--- src/rtl/mux_ff_pkg.sv ---
// rtl/mux_ff_pkg.sv - shared lane constants, state type and decode helper for the 4:1 mux family
package mux_ff_pkg;

  localparam int LANES = 4;
  localparam int SEL_W = 2;

  typedef enum logic {
    FILL = 1'b0,
    HOLD = 1'b1
  } state_t;

  // Decode a lane number into a one-hot lane mask
  function automatic logic [LANES-1:0] onehot(input logic [SEL_W-1:0] s);
    onehot = '0;
    onehot[s] = 1'b1;
  endfunction

endpackage

--- src/rtl/demux_lane_reg.sv ---
// rtl/demux_lane_reg.sv - one lane data register with write enable and synchronous clear
module demux_lane_reg #(
  parameter int WIDTH = 1
) (
  input  logic             clk,
  input  logic             resetn,
  input  logic             we,
  input  logic             clr,
  input  logic [WIDTH-1:0] d,
  output logic [WIDTH-1:0] q
);

  // resetn is active high here; clear wins over a write in the same cycle
  always_ff @(posedge clk or posedge resetn) begin
    if (resetn) begin
      q <= '0;
    end else if (clr) begin
      q <= '0;
    end else if (we) begin
      q <= d;
    end
  end

endmodule

--- src/rtl/demux_ff_deser.sv ---
// rtl/demux_ff_deser.sv - 1-to-4 registered demux/deserializer with word handshake
module demux_ff_deser
  import mux_ff_pkg::*;
#(
  parameter int WIDTH = 1
) (
  input  logic             clk,
  input  logic             resetn,
  input  logic             auto_mode,
  input  logic [1:0]       sel,
  input  logic [WIDTH-1:0] din,
  input  logic             din_valid,
  output logic             din_ready,
  input  logic             flush,
  output logic [WIDTH-1:0] o0,
  output logic [WIDTH-1:0] o1,
  output logic [WIDTH-1:0] o2,
  output logic [WIDTH-1:0] o3,
  output logic             word_valid,
  input  logic             out_ready,
  output logic [1:0]       lane_idx
);

  state_t             state_q, state_d;
  logic [LANES-1:0]   mask_q, mask_d;
  logic [SEL_W-1:0]   lane_idx_q, lane_idx_d;
  logic               mode_q, mode_d;
  logic               din_ready_q, din_ready_d;
  logic               word_valid_q, word_valid_d;

  logic               accept;
  logic               eff_mode;
  logic [SEL_W-1:0]   target;
  logic [LANES-1:0]   target_oh;
  logic [LANES-1:0]   lane_we;
  logic               lane_clr;
  logic [WIDTH-1:0]   lane_q [LANES];

  // The first beat of a word steers with the live auto_mode; later beats use the latch
  assign accept    = din_valid && din_ready_q && (state_q == FILL);
  assign eff_mode  = (mask_q == '0) ? auto_mode : mode_q;
  assign target    = eff_mode ? lane_idx_q : sel;
  assign target_oh = onehot(target);

  // Control registers; din_ready is held low through reset and rises on the first edge after
  always_ff @(posedge clk or posedge resetn) begin
    if (resetn) begin
      state_q      <= FILL;
      mask_q       <= '0;
      lane_idx_q   <= '0;
      mode_q       <= 1'b0;
      din_ready_q  <= 1'b0;
      word_valid_q <= 1'b0;
    end else begin
      state_q      <= state_d;
      mask_q       <= mask_d;
      lane_idx_q   <= lane_idx_d;
      mode_q       <= mode_d;
      din_ready_q  <= din_ready_d;
      word_valid_q <= word_valid_d;
    end
  end

  // Next state: flush overrides everything, then fill/hold handshake
  always_comb begin
    state_d    = state_q;
    mask_d     = mask_q;
    lane_idx_d = lane_idx_q;
    mode_d     = mode_q;
    lane_we    = '0;
    lane_clr   = 1'b0;
    if (flush) begin
      state_d    = FILL;
      mask_d     = '0;
      lane_idx_d = '0;
      lane_clr   = 1'b1;
    end else begin
      case (state_q)
        FILL: begin
          if (accept) begin
            lane_we = target_oh;
            mask_d  = mask_q | target_oh;
            if (mask_q == '0) begin
              mode_d = auto_mode;
            end
            if (eff_mode) begin
              lane_idx_d = lane_idx_q + 2'd1;
            end
            if ((mask_q | target_oh) == '1) begin
              state_d = HOLD;
            end
          end
        end
        HOLD: begin
          if (out_ready) begin
            state_d    = FILL;
            mask_d     = '0;
            lane_idx_d = '0;
          end
        end
        default: state_d = FILL;
      endcase
    end
    din_ready_d  = (state_d == FILL);
    word_valid_d = (state_d == HOLD);
  end

  genvar gi;
  generate
    for (gi = 0; gi < LANES; gi++) begin : g_lane
      demux_lane_reg #(.WIDTH(WIDTH)) u_lane (
        .clk    (clk),
        .resetn (resetn),
        .we     (lane_we[gi]),
        .clr    (lane_clr),
        .d      (din),
        .q      (lane_q[gi])
      );
    end
  endgenerate

  assign o0         = lane_q[0];
  assign o1         = lane_q[1];
  assign o2         = lane_q[2];
  assign o3         = lane_q[3];
  assign din_ready  = din_ready_q;
  assign word_valid = word_valid_q;
  assign lane_idx   = lane_idx_q;

endmodule

--- config.mk ---
export PLATFORM = sky130hd
export DESIGN_NAME = demux_ff_deser
export DESIGN_NICKNAME = d
export VERILOG_FILES = /design/src/rtl/mux_ff_pkg.sv /design/src/rtl/demux_lane_reg.sv /design/src/rtl/demux_ff_deser.sv
export SDC_FILE = /design/constraint.sdc
export NUM_CORES = 1
export LEC_CHECK = 0
export BUFFER_PORTS_ARGS = -buffer_cell sky130_fd_sc_hd__clkbuf_2
export CAP_MARGIN = 15
export CORE_MARGIN = 5
export CORE_UTILIZATION = 40
export DETAILED_ROUTE_END_ITERATION = 16
export PLACE_DENSITY = 0.66
export SYNTH_ARGS = -nofsm -noshare
export SYNTH_HDL_FRONTEND = slang
export SYNTH_SLANG_ARGS = --single-unit
--- constraint.sdc ---
create_clock -name clk -period 5.2 [get_ports clk]
set_clock_uncertainty 0.1 [all_clocks]
set_input_delay 0.26 -clock clk [delete_from_list [all_inputs] [get_ports clk]]
set_output_delay 0.26 -clock clk [all_outputs]
set_load 0.02 [all_outputs]
## Word level (Yosys, flattened, before mapping)

Cells that the tools add are included.

| word-level totals | value |
|---|---|
| register bits after elaboration | 13 |
| logic and storage cells | 61 |

| operators by class | value |
|---|---|
| add/subtract/negate cells | 1 |
| magnitude comparators | 2 |
| eq/ne operators | 4 |
| muxes and demuxes | 30 |
| bitwise logic cells | 4 |
| reduce and logical (&&, ||, !) cells | 11 |

Operator list:

| operator | count |
|---|---|
| $mux W4 | 6 |
| $mux W1 | 15 |
| $mux W2 | 5 |
| $ne A3 B3 Y1 const B | 3 |
| $pmux W4 S2 | 1 |
| $reduce_bool A2 Y1 | 4 |
| $reduce_and A3 Y1 | 2 |
| $eq A4 B4 Y1 const B | 1 |
| $logic_not A4 Y1 | 1 |
| $or A4 B4 Y4 | 1 |
| $pmux W2 S2 | 1 |
| $logic_and A1 B1 Y1 | 3 |
| $lt A2 B3 Y1 const B | 1 |
| $not A1 Y1 | 3 |
| $add A2 B1 Y2 const B | 1 |
| $demux W1 S2 | 1 |
| $ge A2 B1 Y1 const B | 1 |
| $pmux W1 S2 | 1 |
| $reduce_and A2 Y1 | 1 |

## Depth between registers and ports, before layout

Gate-level depths: netlist (run 1).

| depth | value |
|---|---|
| word-level depth | 14 |
| mapped depth | 6 |

## Hierarchy

Synthesis (run 1) repeated with hierarchy kept, for this count alone.

| unflattened totals | value |
|---|---|
| cells, all modules | 63 |
| area, all modules | 653.1 um^2 |

Modules (own cells, without submodules):

| module | instances | cells each | area an instance (um^2) | seq. area each (um^2) |
|---|---|---|---|---|
| demux_ff_deser | 1 | 47 | 483.0 | 225.2 |
| demux_lane_reg | 4 | 4 | 42.5 | 25.0 |

## Least setup slack after synthesis (run 1)

Ideal clock, no wire load.

| path | value |
|---|---|
| path kind | reg-to-reg |
| from | reg mask_q[2] |
| to | reg g_lane[0].u_lane.q |
| library setup time | 0.074 ns |
| data arrival time | 1.734 ns |
| required time | 5.026 ns |
| path slack | 3.291 ns |
| stages on the path, launching flop included | 7 |
| buffers on the path | 1 |
| cell sequence | dfrtp_1 o41a_1 a21o_1 buf_6 mux2_4 a21bo_1 a21oi_2 |

| on the way | value |
|---|---|
| longest elaborated chain between the ends | 11 |

Ends and longest elaborated chain:

| element | line | source |
|---|---|---|
| start: declaration | demux_ff_deser.sv:25 | `logic [LANES-1:0] mask_q, mask_d;` |
| start signal: assignment | demux_ff_deser.sv:56 | `mask_q <= mask_d;` |
| $logic_not A4 Y1 (*) | demux_ff_deser.sv:41 | `assign eff_mode = (mask_q == '0) ? auto_mode : mode_q;` |
| $mux W1 (*) | n/a |  |
| $mux W2 (*) | demux_ff_deser.sv:42 | `assign target = eff_mode ? lane_idx_q : sel;` |
| $lt A2 B3 Y1 (not written as such) / $ge A2 B1 Y1 (equally long branches) | mux_ff_pkg.sv:15 | `onehot[s] = 1'b1;` |
| $logic_and A1 B1 Y1 (not written as such) | mux_ff_pkg.sv:15 |  |
| $mux W1 (not written as such) | mux_ff_pkg.sv:15 |  |
| $demux W1 S2 (*) | mux_ff_pkg.sv:15 |  |
| $mux W4 (*) | demux_ff_deser.sv:80 | `if (accept) begin` |
| $mux W4 (*) | demux_ff_deser.sv:78 | `case (state_q)` |
| $mux W4 (*) | demux_ff_deser.sv:72 | `if (flush) begin` |
| $reduce_bool A2 Y1 (no line) (*) | n/a |  |
| end signal: assignment | demux_lane_reg.sv:16 | `q <= '0;` |
| end signal: assignment | demux_lane_reg.sv:18 | `q <= '0;` |
| end signal: assignment | demux_lane_reg.sv:20 | `q <= d;` |
| end: declaration | demux_lane_reg.sv:10 | `output logic [WIDTH-1:0] q` |

Mark *: on every way between the ends. The rest lies on a longest branch, timed or not.
A chain may end at the register's enable or synchronous reset.

## Worst setup path in the final report (run 1)

| path | value |
|---|---|
| from | reg mask_q[2] |
| to | reg din_ready_q, in the netlist din_ready |

| on the way | value |
|---|---|
| longest elaborated chain between the ends | 14 |

Ends and longest elaborated chain:

| element | line | source |
|---|---|---|
| $logic_not A4 Y1 | demux_ff_deser.sv:41 |  |
| $mux W1 | n/a |  |
| $mux W2 | demux_ff_deser.sv:42 |  |
| $lt A2 B3 Y1 (not written as such) / $ge A2 B1 Y1 (equally long branches) | mux_ff_pkg.sv:15 |  |
| $logic_and A1 B1 Y1 (not written as such) | mux_ff_pkg.sv:15 |  |
| $mux W1 (not written as such) | mux_ff_pkg.sv:15 |  |
| $demux W1 S2 | mux_ff_pkg.sv:15 |  |
| $or A4 B4 Y4 (*) | demux_ff_deser.sv:89 | `if ((mask_q \| target_oh) == '1) begin` |
| $eq A4 B4 Y1 (*) | demux_ff_deser.sv:89 |  |
| $mux W1 (*) | demux_ff_deser.sv:89 |  |
| $mux W1 (*) | demux_ff_deser.sv:80 |  |
| $pmux W1 S2 (*) | demux_ff_deser.sv:78 |  |
| $mux W1 (*) | demux_ff_deser.sv:72 |  |
| $not A1 Y1 (*) | demux_ff_deser.sv:104 | `din_ready_d = (state_d == FILL);` |
| via din_ready_d | demux_ff_deser.sv:28 | `logic din_ready_q, din_ready_d;` |
| end signal: assignment | demux_ff_deser.sv:59 | `din_ready_q <= din_ready_d;` |
| end: declaration | demux_ff_deser.sv:28 |  |

The timed path passes the listed nets; every way through them passes the cells marked *.

==> run_results.csv, run 1 <==
group,metric,value,unit
yosys,yosys_warnings,0,
sta,finalHoldViolCount,0,
placed_design,port_buffers,16,
sta,worst_pin_slew,0.615,ns
yosys,synth-seq-cells,13,
critical_path,crit_path_end,"din_ready",
finish,final_nets,104,
critical_path,rr_worst_depth,5,
yosys,syn_area_per_cell,9.58,um2
yosys,synth_top_cell_by_area,"dfrtp_1",
yosys,syn_area,718,um2
floorplanning,die_h,52.4,um
clocking,cts_htree_levels,1,
clocking,cts_setup_buffers,0,
grt,grt_pass1_wl,2640,um
floorplanning,ios,17,
critical_path,regToRegStartpoint,"mask_q[2]",
yosys,synth_edf_count,0,
routing,ant_nets,0,
grt,gr-usage-met3,5.98,%
sta,timing.final.crit_share,42.7,%
floorplanning,dieArea,2740,um2
floorplanning,fp.dieW,52.4,um
sta,clock.fmax,451,MHz
yosys,synth-compound-area-share,25.1,%
floorplanning,rows,15,
finish,n_antenna_cell,0,
sta,hold-worst-slack,0.165,ns
floorplanning,core-area,1710,um2
routing,num_vias,645,
yosys,synth.area.top_cells,"dfrtp_1 (45%), mux2i_1 (4.2%), nor2_1 (4.2%), a21oi_1 (3.5%), nor2b_1 (3.5%)",
clocking,cts_root_buffer,"clkbuf_4",
grt,top_usage_layer,"met2",
grt,antenna_found_initial,0,
clocking,cts_buffer_depth,2,
critical_path,cp-end-kind,"flop",
yosys,syn_nets,84,
critical_path,cp.arrival,2.29,ns
grt,grt_util_met1,15.9,%
finish,final_cell_mix,"clkbuf_2 (16), dfrtp_1 (13), nor2_1 (8)",
power_and_ir_drop,powerDensity,308,nW/um2
yosys,muxShareOfSynthArea,6.27,%
yosys,synth_top_family_by_area,"compound AO/OA/AOI/OAI gates",
critical_path,start_kind,"flop",
grt,grt.overflow.total,0,
critical_path,cp_data_required_time,5.27,ns
yosys,synth_adder_area_share,0,%
routing,drt-pass1-iter-count,4,
routing,route.detailed.drc,0,
clocking,cts_made_buffers,3,
power_and_ir_drop,p_leak,0.396,nW
finish,final_common_cell,"clkbuf_2",
grt,grt_usage,13.3,%
clocking,cts_tree,"built",
clocking,insertion_delay,0.28,ns
yosys,synthesis.instances,75,
clocking,clkSinkCount,13,
grt,grt_util_met2,21.3,%
flow_run,cap_violations,0,
routing,drt-initial-drc-count,14,
power_and_ir_drop,peakVddDrop,0.000161,V
yosys,synth.distinct_cells,32,
placed_design,place_congestion,0.849,
sta,relSlewSlack,58.9,%
finish,drive_gt1_share,27.7,%
hold_path,hold_depth,3,
floorplanning,start_util,42.1,%
yosys,synthFlopType,"dfrtp_1",
sta,slew_violations,0,
placed_design,dpl_cell_area,815,um2
run_status,outcome,"finished clean",
sta,setup_tns,0,ns
grt,grt_max_degree,14,
critical_path,crit_type,"reg -> reg",
placed_design,hpwl,1220,um
routing,wl_per_cell,13.5,um
critical_path,timing.rr.end,"din_ready",
grt,grt_pass1_vias,598,
yosys,ys_seq_area_share,45.3,%
sta,min_period,2.22,ns
yosys,synthXorXnorAreaFrac,1.22,%
finish,area.growth.synth_to_final,18.6,%
hold_path,hold_class,"in -> reg",
finish,postLayoutCellArea,852,um2
routing,viasPerCell,5.42,
yosys,async_flop_share,100,%
routing,wl,1610,um
yosys,yosys.area_share.simple,19.0,%
sta,setup_viol,0,
clocking,clk_pin_slew,0.08,ns
critical_path,crit_path_start,"mask_q[2]",
sta,rsz0062_at_grt,"no",
critical_path,rrSetupSlack,2.98,ns
power_and_ir_drop,power,0.263,mW
yosys,synth_top_area_share,45.3,%
critical_path,path_max_fanout,6,
==> sequential cells by signal (all words and copies together), names as in the netlist <==
| register | cells |
|---|---|
| din_ready | 1 |
| g_lane.u_lane.q | 4 |
| mode_q | 1 |
| lane_idx | 2 |
| word_valid | 1 |
| mask_q | 4 |
==> cell usage after synthesis, drive strengths merged, types with 2 or more instances <==
cell type / number
dfrtp: 13
nor2: 8
nand3: 4
nor2b: 4
a22oi: 3
nand2b: 2
inv: 2
o21ai: 4
a21oi: 6
nand2: 6
mux2i: 3
a21bo: 3
==> worst min-delay path by stage <==
stage / startpoint / end / slack (ns)
finish: din / g_lane[2].u_lane.q / 0.17
global route: din / g_lane[1].u_lane.q / 0.17
CTS: din / g_lane[1].u_lane.q / 0.16
detailed placement: resetn / din_ready / 0.21
global placement: resetn / mask_q[3] / 0.20
floorplan: resetn / din_ready / 0.04
==> stage by stage <==
| stage | util, % | std cells | setup slack [ns] |
|---|---|---|---|
| finish | 49.9 | 119 | 2.98 |
| global route | 49.9 | 119 | 2.81 |
| floorplan | - | 75 | 3.29 |
| detailed placement | 47.7 | 114 | 3.01 |
| CTS | 49.9 | 119 | 3.00 |
| global placement | 47.7 | 114 | 3.15 |
==> kinds of logic after synthesis <==
family	after synthesis
compound gates	25
buf+inv	4
mux	4
flops	13
simple gates	28
xor+xnor	1
==> routing by layer <==
layer | up-vias | wire length [um]
met4 | 0 | 0
met2 | 21 | 789
met3 | 0 | 118
li1 | 310 | -
met5 | - | 0
met1 | 314 | 701
==> repair_timing <==
| item | in CTS | in global routing |
|---|---|---|
| gates resized for setup | 0 | 0 |
| hold buffers | 1 | 0 |
| hold endpoints to repair | 13 | 0 |
==> cell type report <==
| cell class | instances | area, um2 |
|---|---|---|
| Clock buffer | 3 | 22.5 |
| Clock inverter | 1 | 5.00 |
| Fill cell | 164 | 856 |
| Inverter | 2 | 7.51 |
| Multi-Input combinational cell | 58 | 370 |
| Sequential cell | 13 | 325 |
| Tap cell | 25 | 31.3 |
| Timing Repair Buffer | 17 | 90.1 |
==> power breakdown <==
part / internal (mW) / total [mW] / switching, mW
logic: 0.0340 / 0.0777 / 0.0437
registers: 0.111 / 0.122 / 0.0105
clock network: 0.0285 / 0.0631 / 0.0346
total: 0.174 / 0.263 / 0.0889
==> worst max-delay path, cell delays in order (launching register included) <==
cell and delay, ns:
dfrtp_1 0.42, nor4_1 0.51, a21o_1 0.35, mux2i_1 0.35
o22ai_1 0.17, o21a_1 0.21
(Power assumes the default switching activity.)
==> run 2: changes to the inputs <==
PLACE_DENSITY = 0.69   (was 0.66)
clock period = 1.8 ns   (was 5.2 ns; I/O delays follow)
==> run_results.csv, run 2 (same netlist as run 1, synthesis figures left out) <==
group,metric,value,unit
finish,final_nets,124,
floorplanning,core-area,1710,um2
flow_run,cap_violations,0,
critical_path,timing.rr.end,"g_lane[1].u_lane.q",
critical_path,max_stage_delay,0.40,ns
placed_design,hpwl,1360,um
critical_path,regToRegStartpoint,"mask_q[2]",
routing,wl_per_cell,15.2,um
critical_path,rrSetupSlack,-0.14,ns
sta,setup_tns,-0.819,ns
clocking,cts_made_buffers,3,
placed_design,place_congestion,0.834,
critical_path,cp_data_required_time,1.92,ns
grt,grt_pass1_vias,779,
critical_path,rr_worst_depth,7,
placed_design,port_buffers,16,
sta,finalHoldViolCount,0,
routing,wl,2110,um
clocking,cts_root_buffer,"clkbuf_4",
critical_path,path_cells,"buf_6 -> nor4_4 -> a21o_4 -> mux2i_4 -> buf_4 -> nand3_2 -> a21oi_2",
clocking,cts_buffer_depth,2,
floorplanning,start_util,42.1,%
power_and_ir_drop,p_leak,0.526,nW
sta,timing.final.crit_share,108,%
clocking,clk_pin_slew,0.08,ns
critical_path,cp-end-kind,"flop",
power_and_ir_drop,peakVddDrop,0.000576,V
sta,hold-worst-slack,0.0380,ns
finish,final_common_cell,"buf_4",
clocking,cts_tree,"built",
power_and_ir_drop,powerDensity,876,nW/um2
critical_path,path_max_fanout,6,
critical_path,crit_type,"reg -> reg",
finish,fill_cells,132,
finish,final_cell_mix,"buf_4 (17), clkbuf_2 (16), dfrtp_1 (13)",
routing,viasPerCell,5.38,
finish,drive_gt1_share,54.4,%
sta,relSlewSlack,66.3,%
routing,route.detailed.drc,0,
finish,n_antenna_cell,0,
critical_path,crit_path_start,"mask_q[2]",
grt,grt.overflow.total,0,
sta,worst_pin_slew,0.505,ns
grt,grt_pass1_wl,3600,um
sta,fin_ws,-0.139,ns
finish,stdcell_count,139,
clocking,cts_htree_levels,1,
sta,setup_viol,9,
critical_path,critPathSlowestCell,"dfrtp_1",
routing,num_vias,748,
placed_design,place_inst,126,
routing,drt-initial-drc-count,17,
power_and_ir_drop,power,0.995,mW
critical_path,start_kind,"flop",
hold_path,hold_class,"in -> reg",
sta,rsz0062_at_grt,"yes",
clocking,insertion_delay,0.29,ns
finish,multi_input_area,494,um2
floorplanning,rows,15,
finish,postLayoutCellArea,1140,um2
routing,ant_nets,0,
hold_path,min_from,"out_ready",
critical_path,cpLargestDelayFamily,"flip-flops",
run_status,outcome,"finished with violations",
floorplanning,fp.dieW,52.4,um
run_status,violations,"negative setup slack",
sta,min_period,1.94,ns
hold_path,hold_end,"word_valid",
floorplanning,die_h,52.4,um
finish,regArea,325,um2
hold_path,hold_depth,4,
clocking,clkSinkCount,13,
placed_design,dpl_cell_area,918,um2
critical_path,cp_num_buf_inv,2,
finish,area.growth.synth_to_final,58.2,%
routing,drt-pass1-iter-count,4,
grt,antenna_found_initial,0,
floorplanning,dieArea,2740,um2
grt,grt_max_degree,14,
sta,clock.fmax,516,MHz
critical_path,cp.arrival,2.05,ns
grt,grt_usage,17.6,%
floorplanning,ios,17,
sta,slew_violations,0,
[run 2: cell count changes in the layout (fill, tap and decap cells not counted), sizes merged]
cell and delta:
dlygate4sd3 +1, buf +19
[run 2: cell type report]
cell class / instances / share of cell area (%)
Multi-Input combinational cell: 58 / 43.5
Sequential cell: 13 / 28.6
Timing Repair Buffer: 37 / 22.0
Tap cell: 25 / 2.75
Clock buffer: 3 / 1.98
Inverter: 2 / 0.661
Clock inverter: 1 / 0.441
[run 2: worst reg2reg max path, delay by kind of cell, from the launching register on]
kind            cells  cell delay [ns]
flops               1             0.40
buf+inv             2             0.28
compound gates      2             0.39
simple gates        2             0.39
mux                 1             0.31
[run 2: metal layers]
layer  vias to the layer above  global-route usage (%)  routed length, um
li1                        355                       -                  -
met5                         -                       0                  0
met2                        29                    31.2               1150
met1                       362                    20.8                815
met4                         0                    2.98                  8
met3                         2                    5.70                135
[run 2: metrics by stage]
step	worst slack (ns)	utilization (%)
global placement	-0.165	53.8
finish	-0.139	66.5
detailed placement	-0.214	53.8
floorplan	-0.0733	-
global route	-0.217	66.5
CTS	-0.0813	63.2
[run 2: what timing repair did]
item,CTS,global route
setup endpoints to repair,10,11
hold endpoints to repair,17,0
pin swaps,5,5
gates resized for setup,13,10
hold buffers,2,0
setup buffers,5,2
cloned,0,0
[run 2: worst max path at each step]
stage	end	slack (ns)	cells past startpoint
final	g_lane[1].u_lane.q	-0.14	7
after global routing	g_lane[1].u_lane.q	-0.22	7
after CTS	din_ready	-0.08	6
after detailed placement	din_ready	-0.21	5
after global placement	din_ready	-0.16	5
after floorplan	din_ready	-0.07	6
[run 2: where the power goes]
part           switching [mW]  total, mW  internal (mW)  leakage [nW]
registers              0.0245      0.346          0.322         0.172
clock network           0.106      0.188         0.0827        0.0177
logic                   0.223      0.461          0.238         0.336
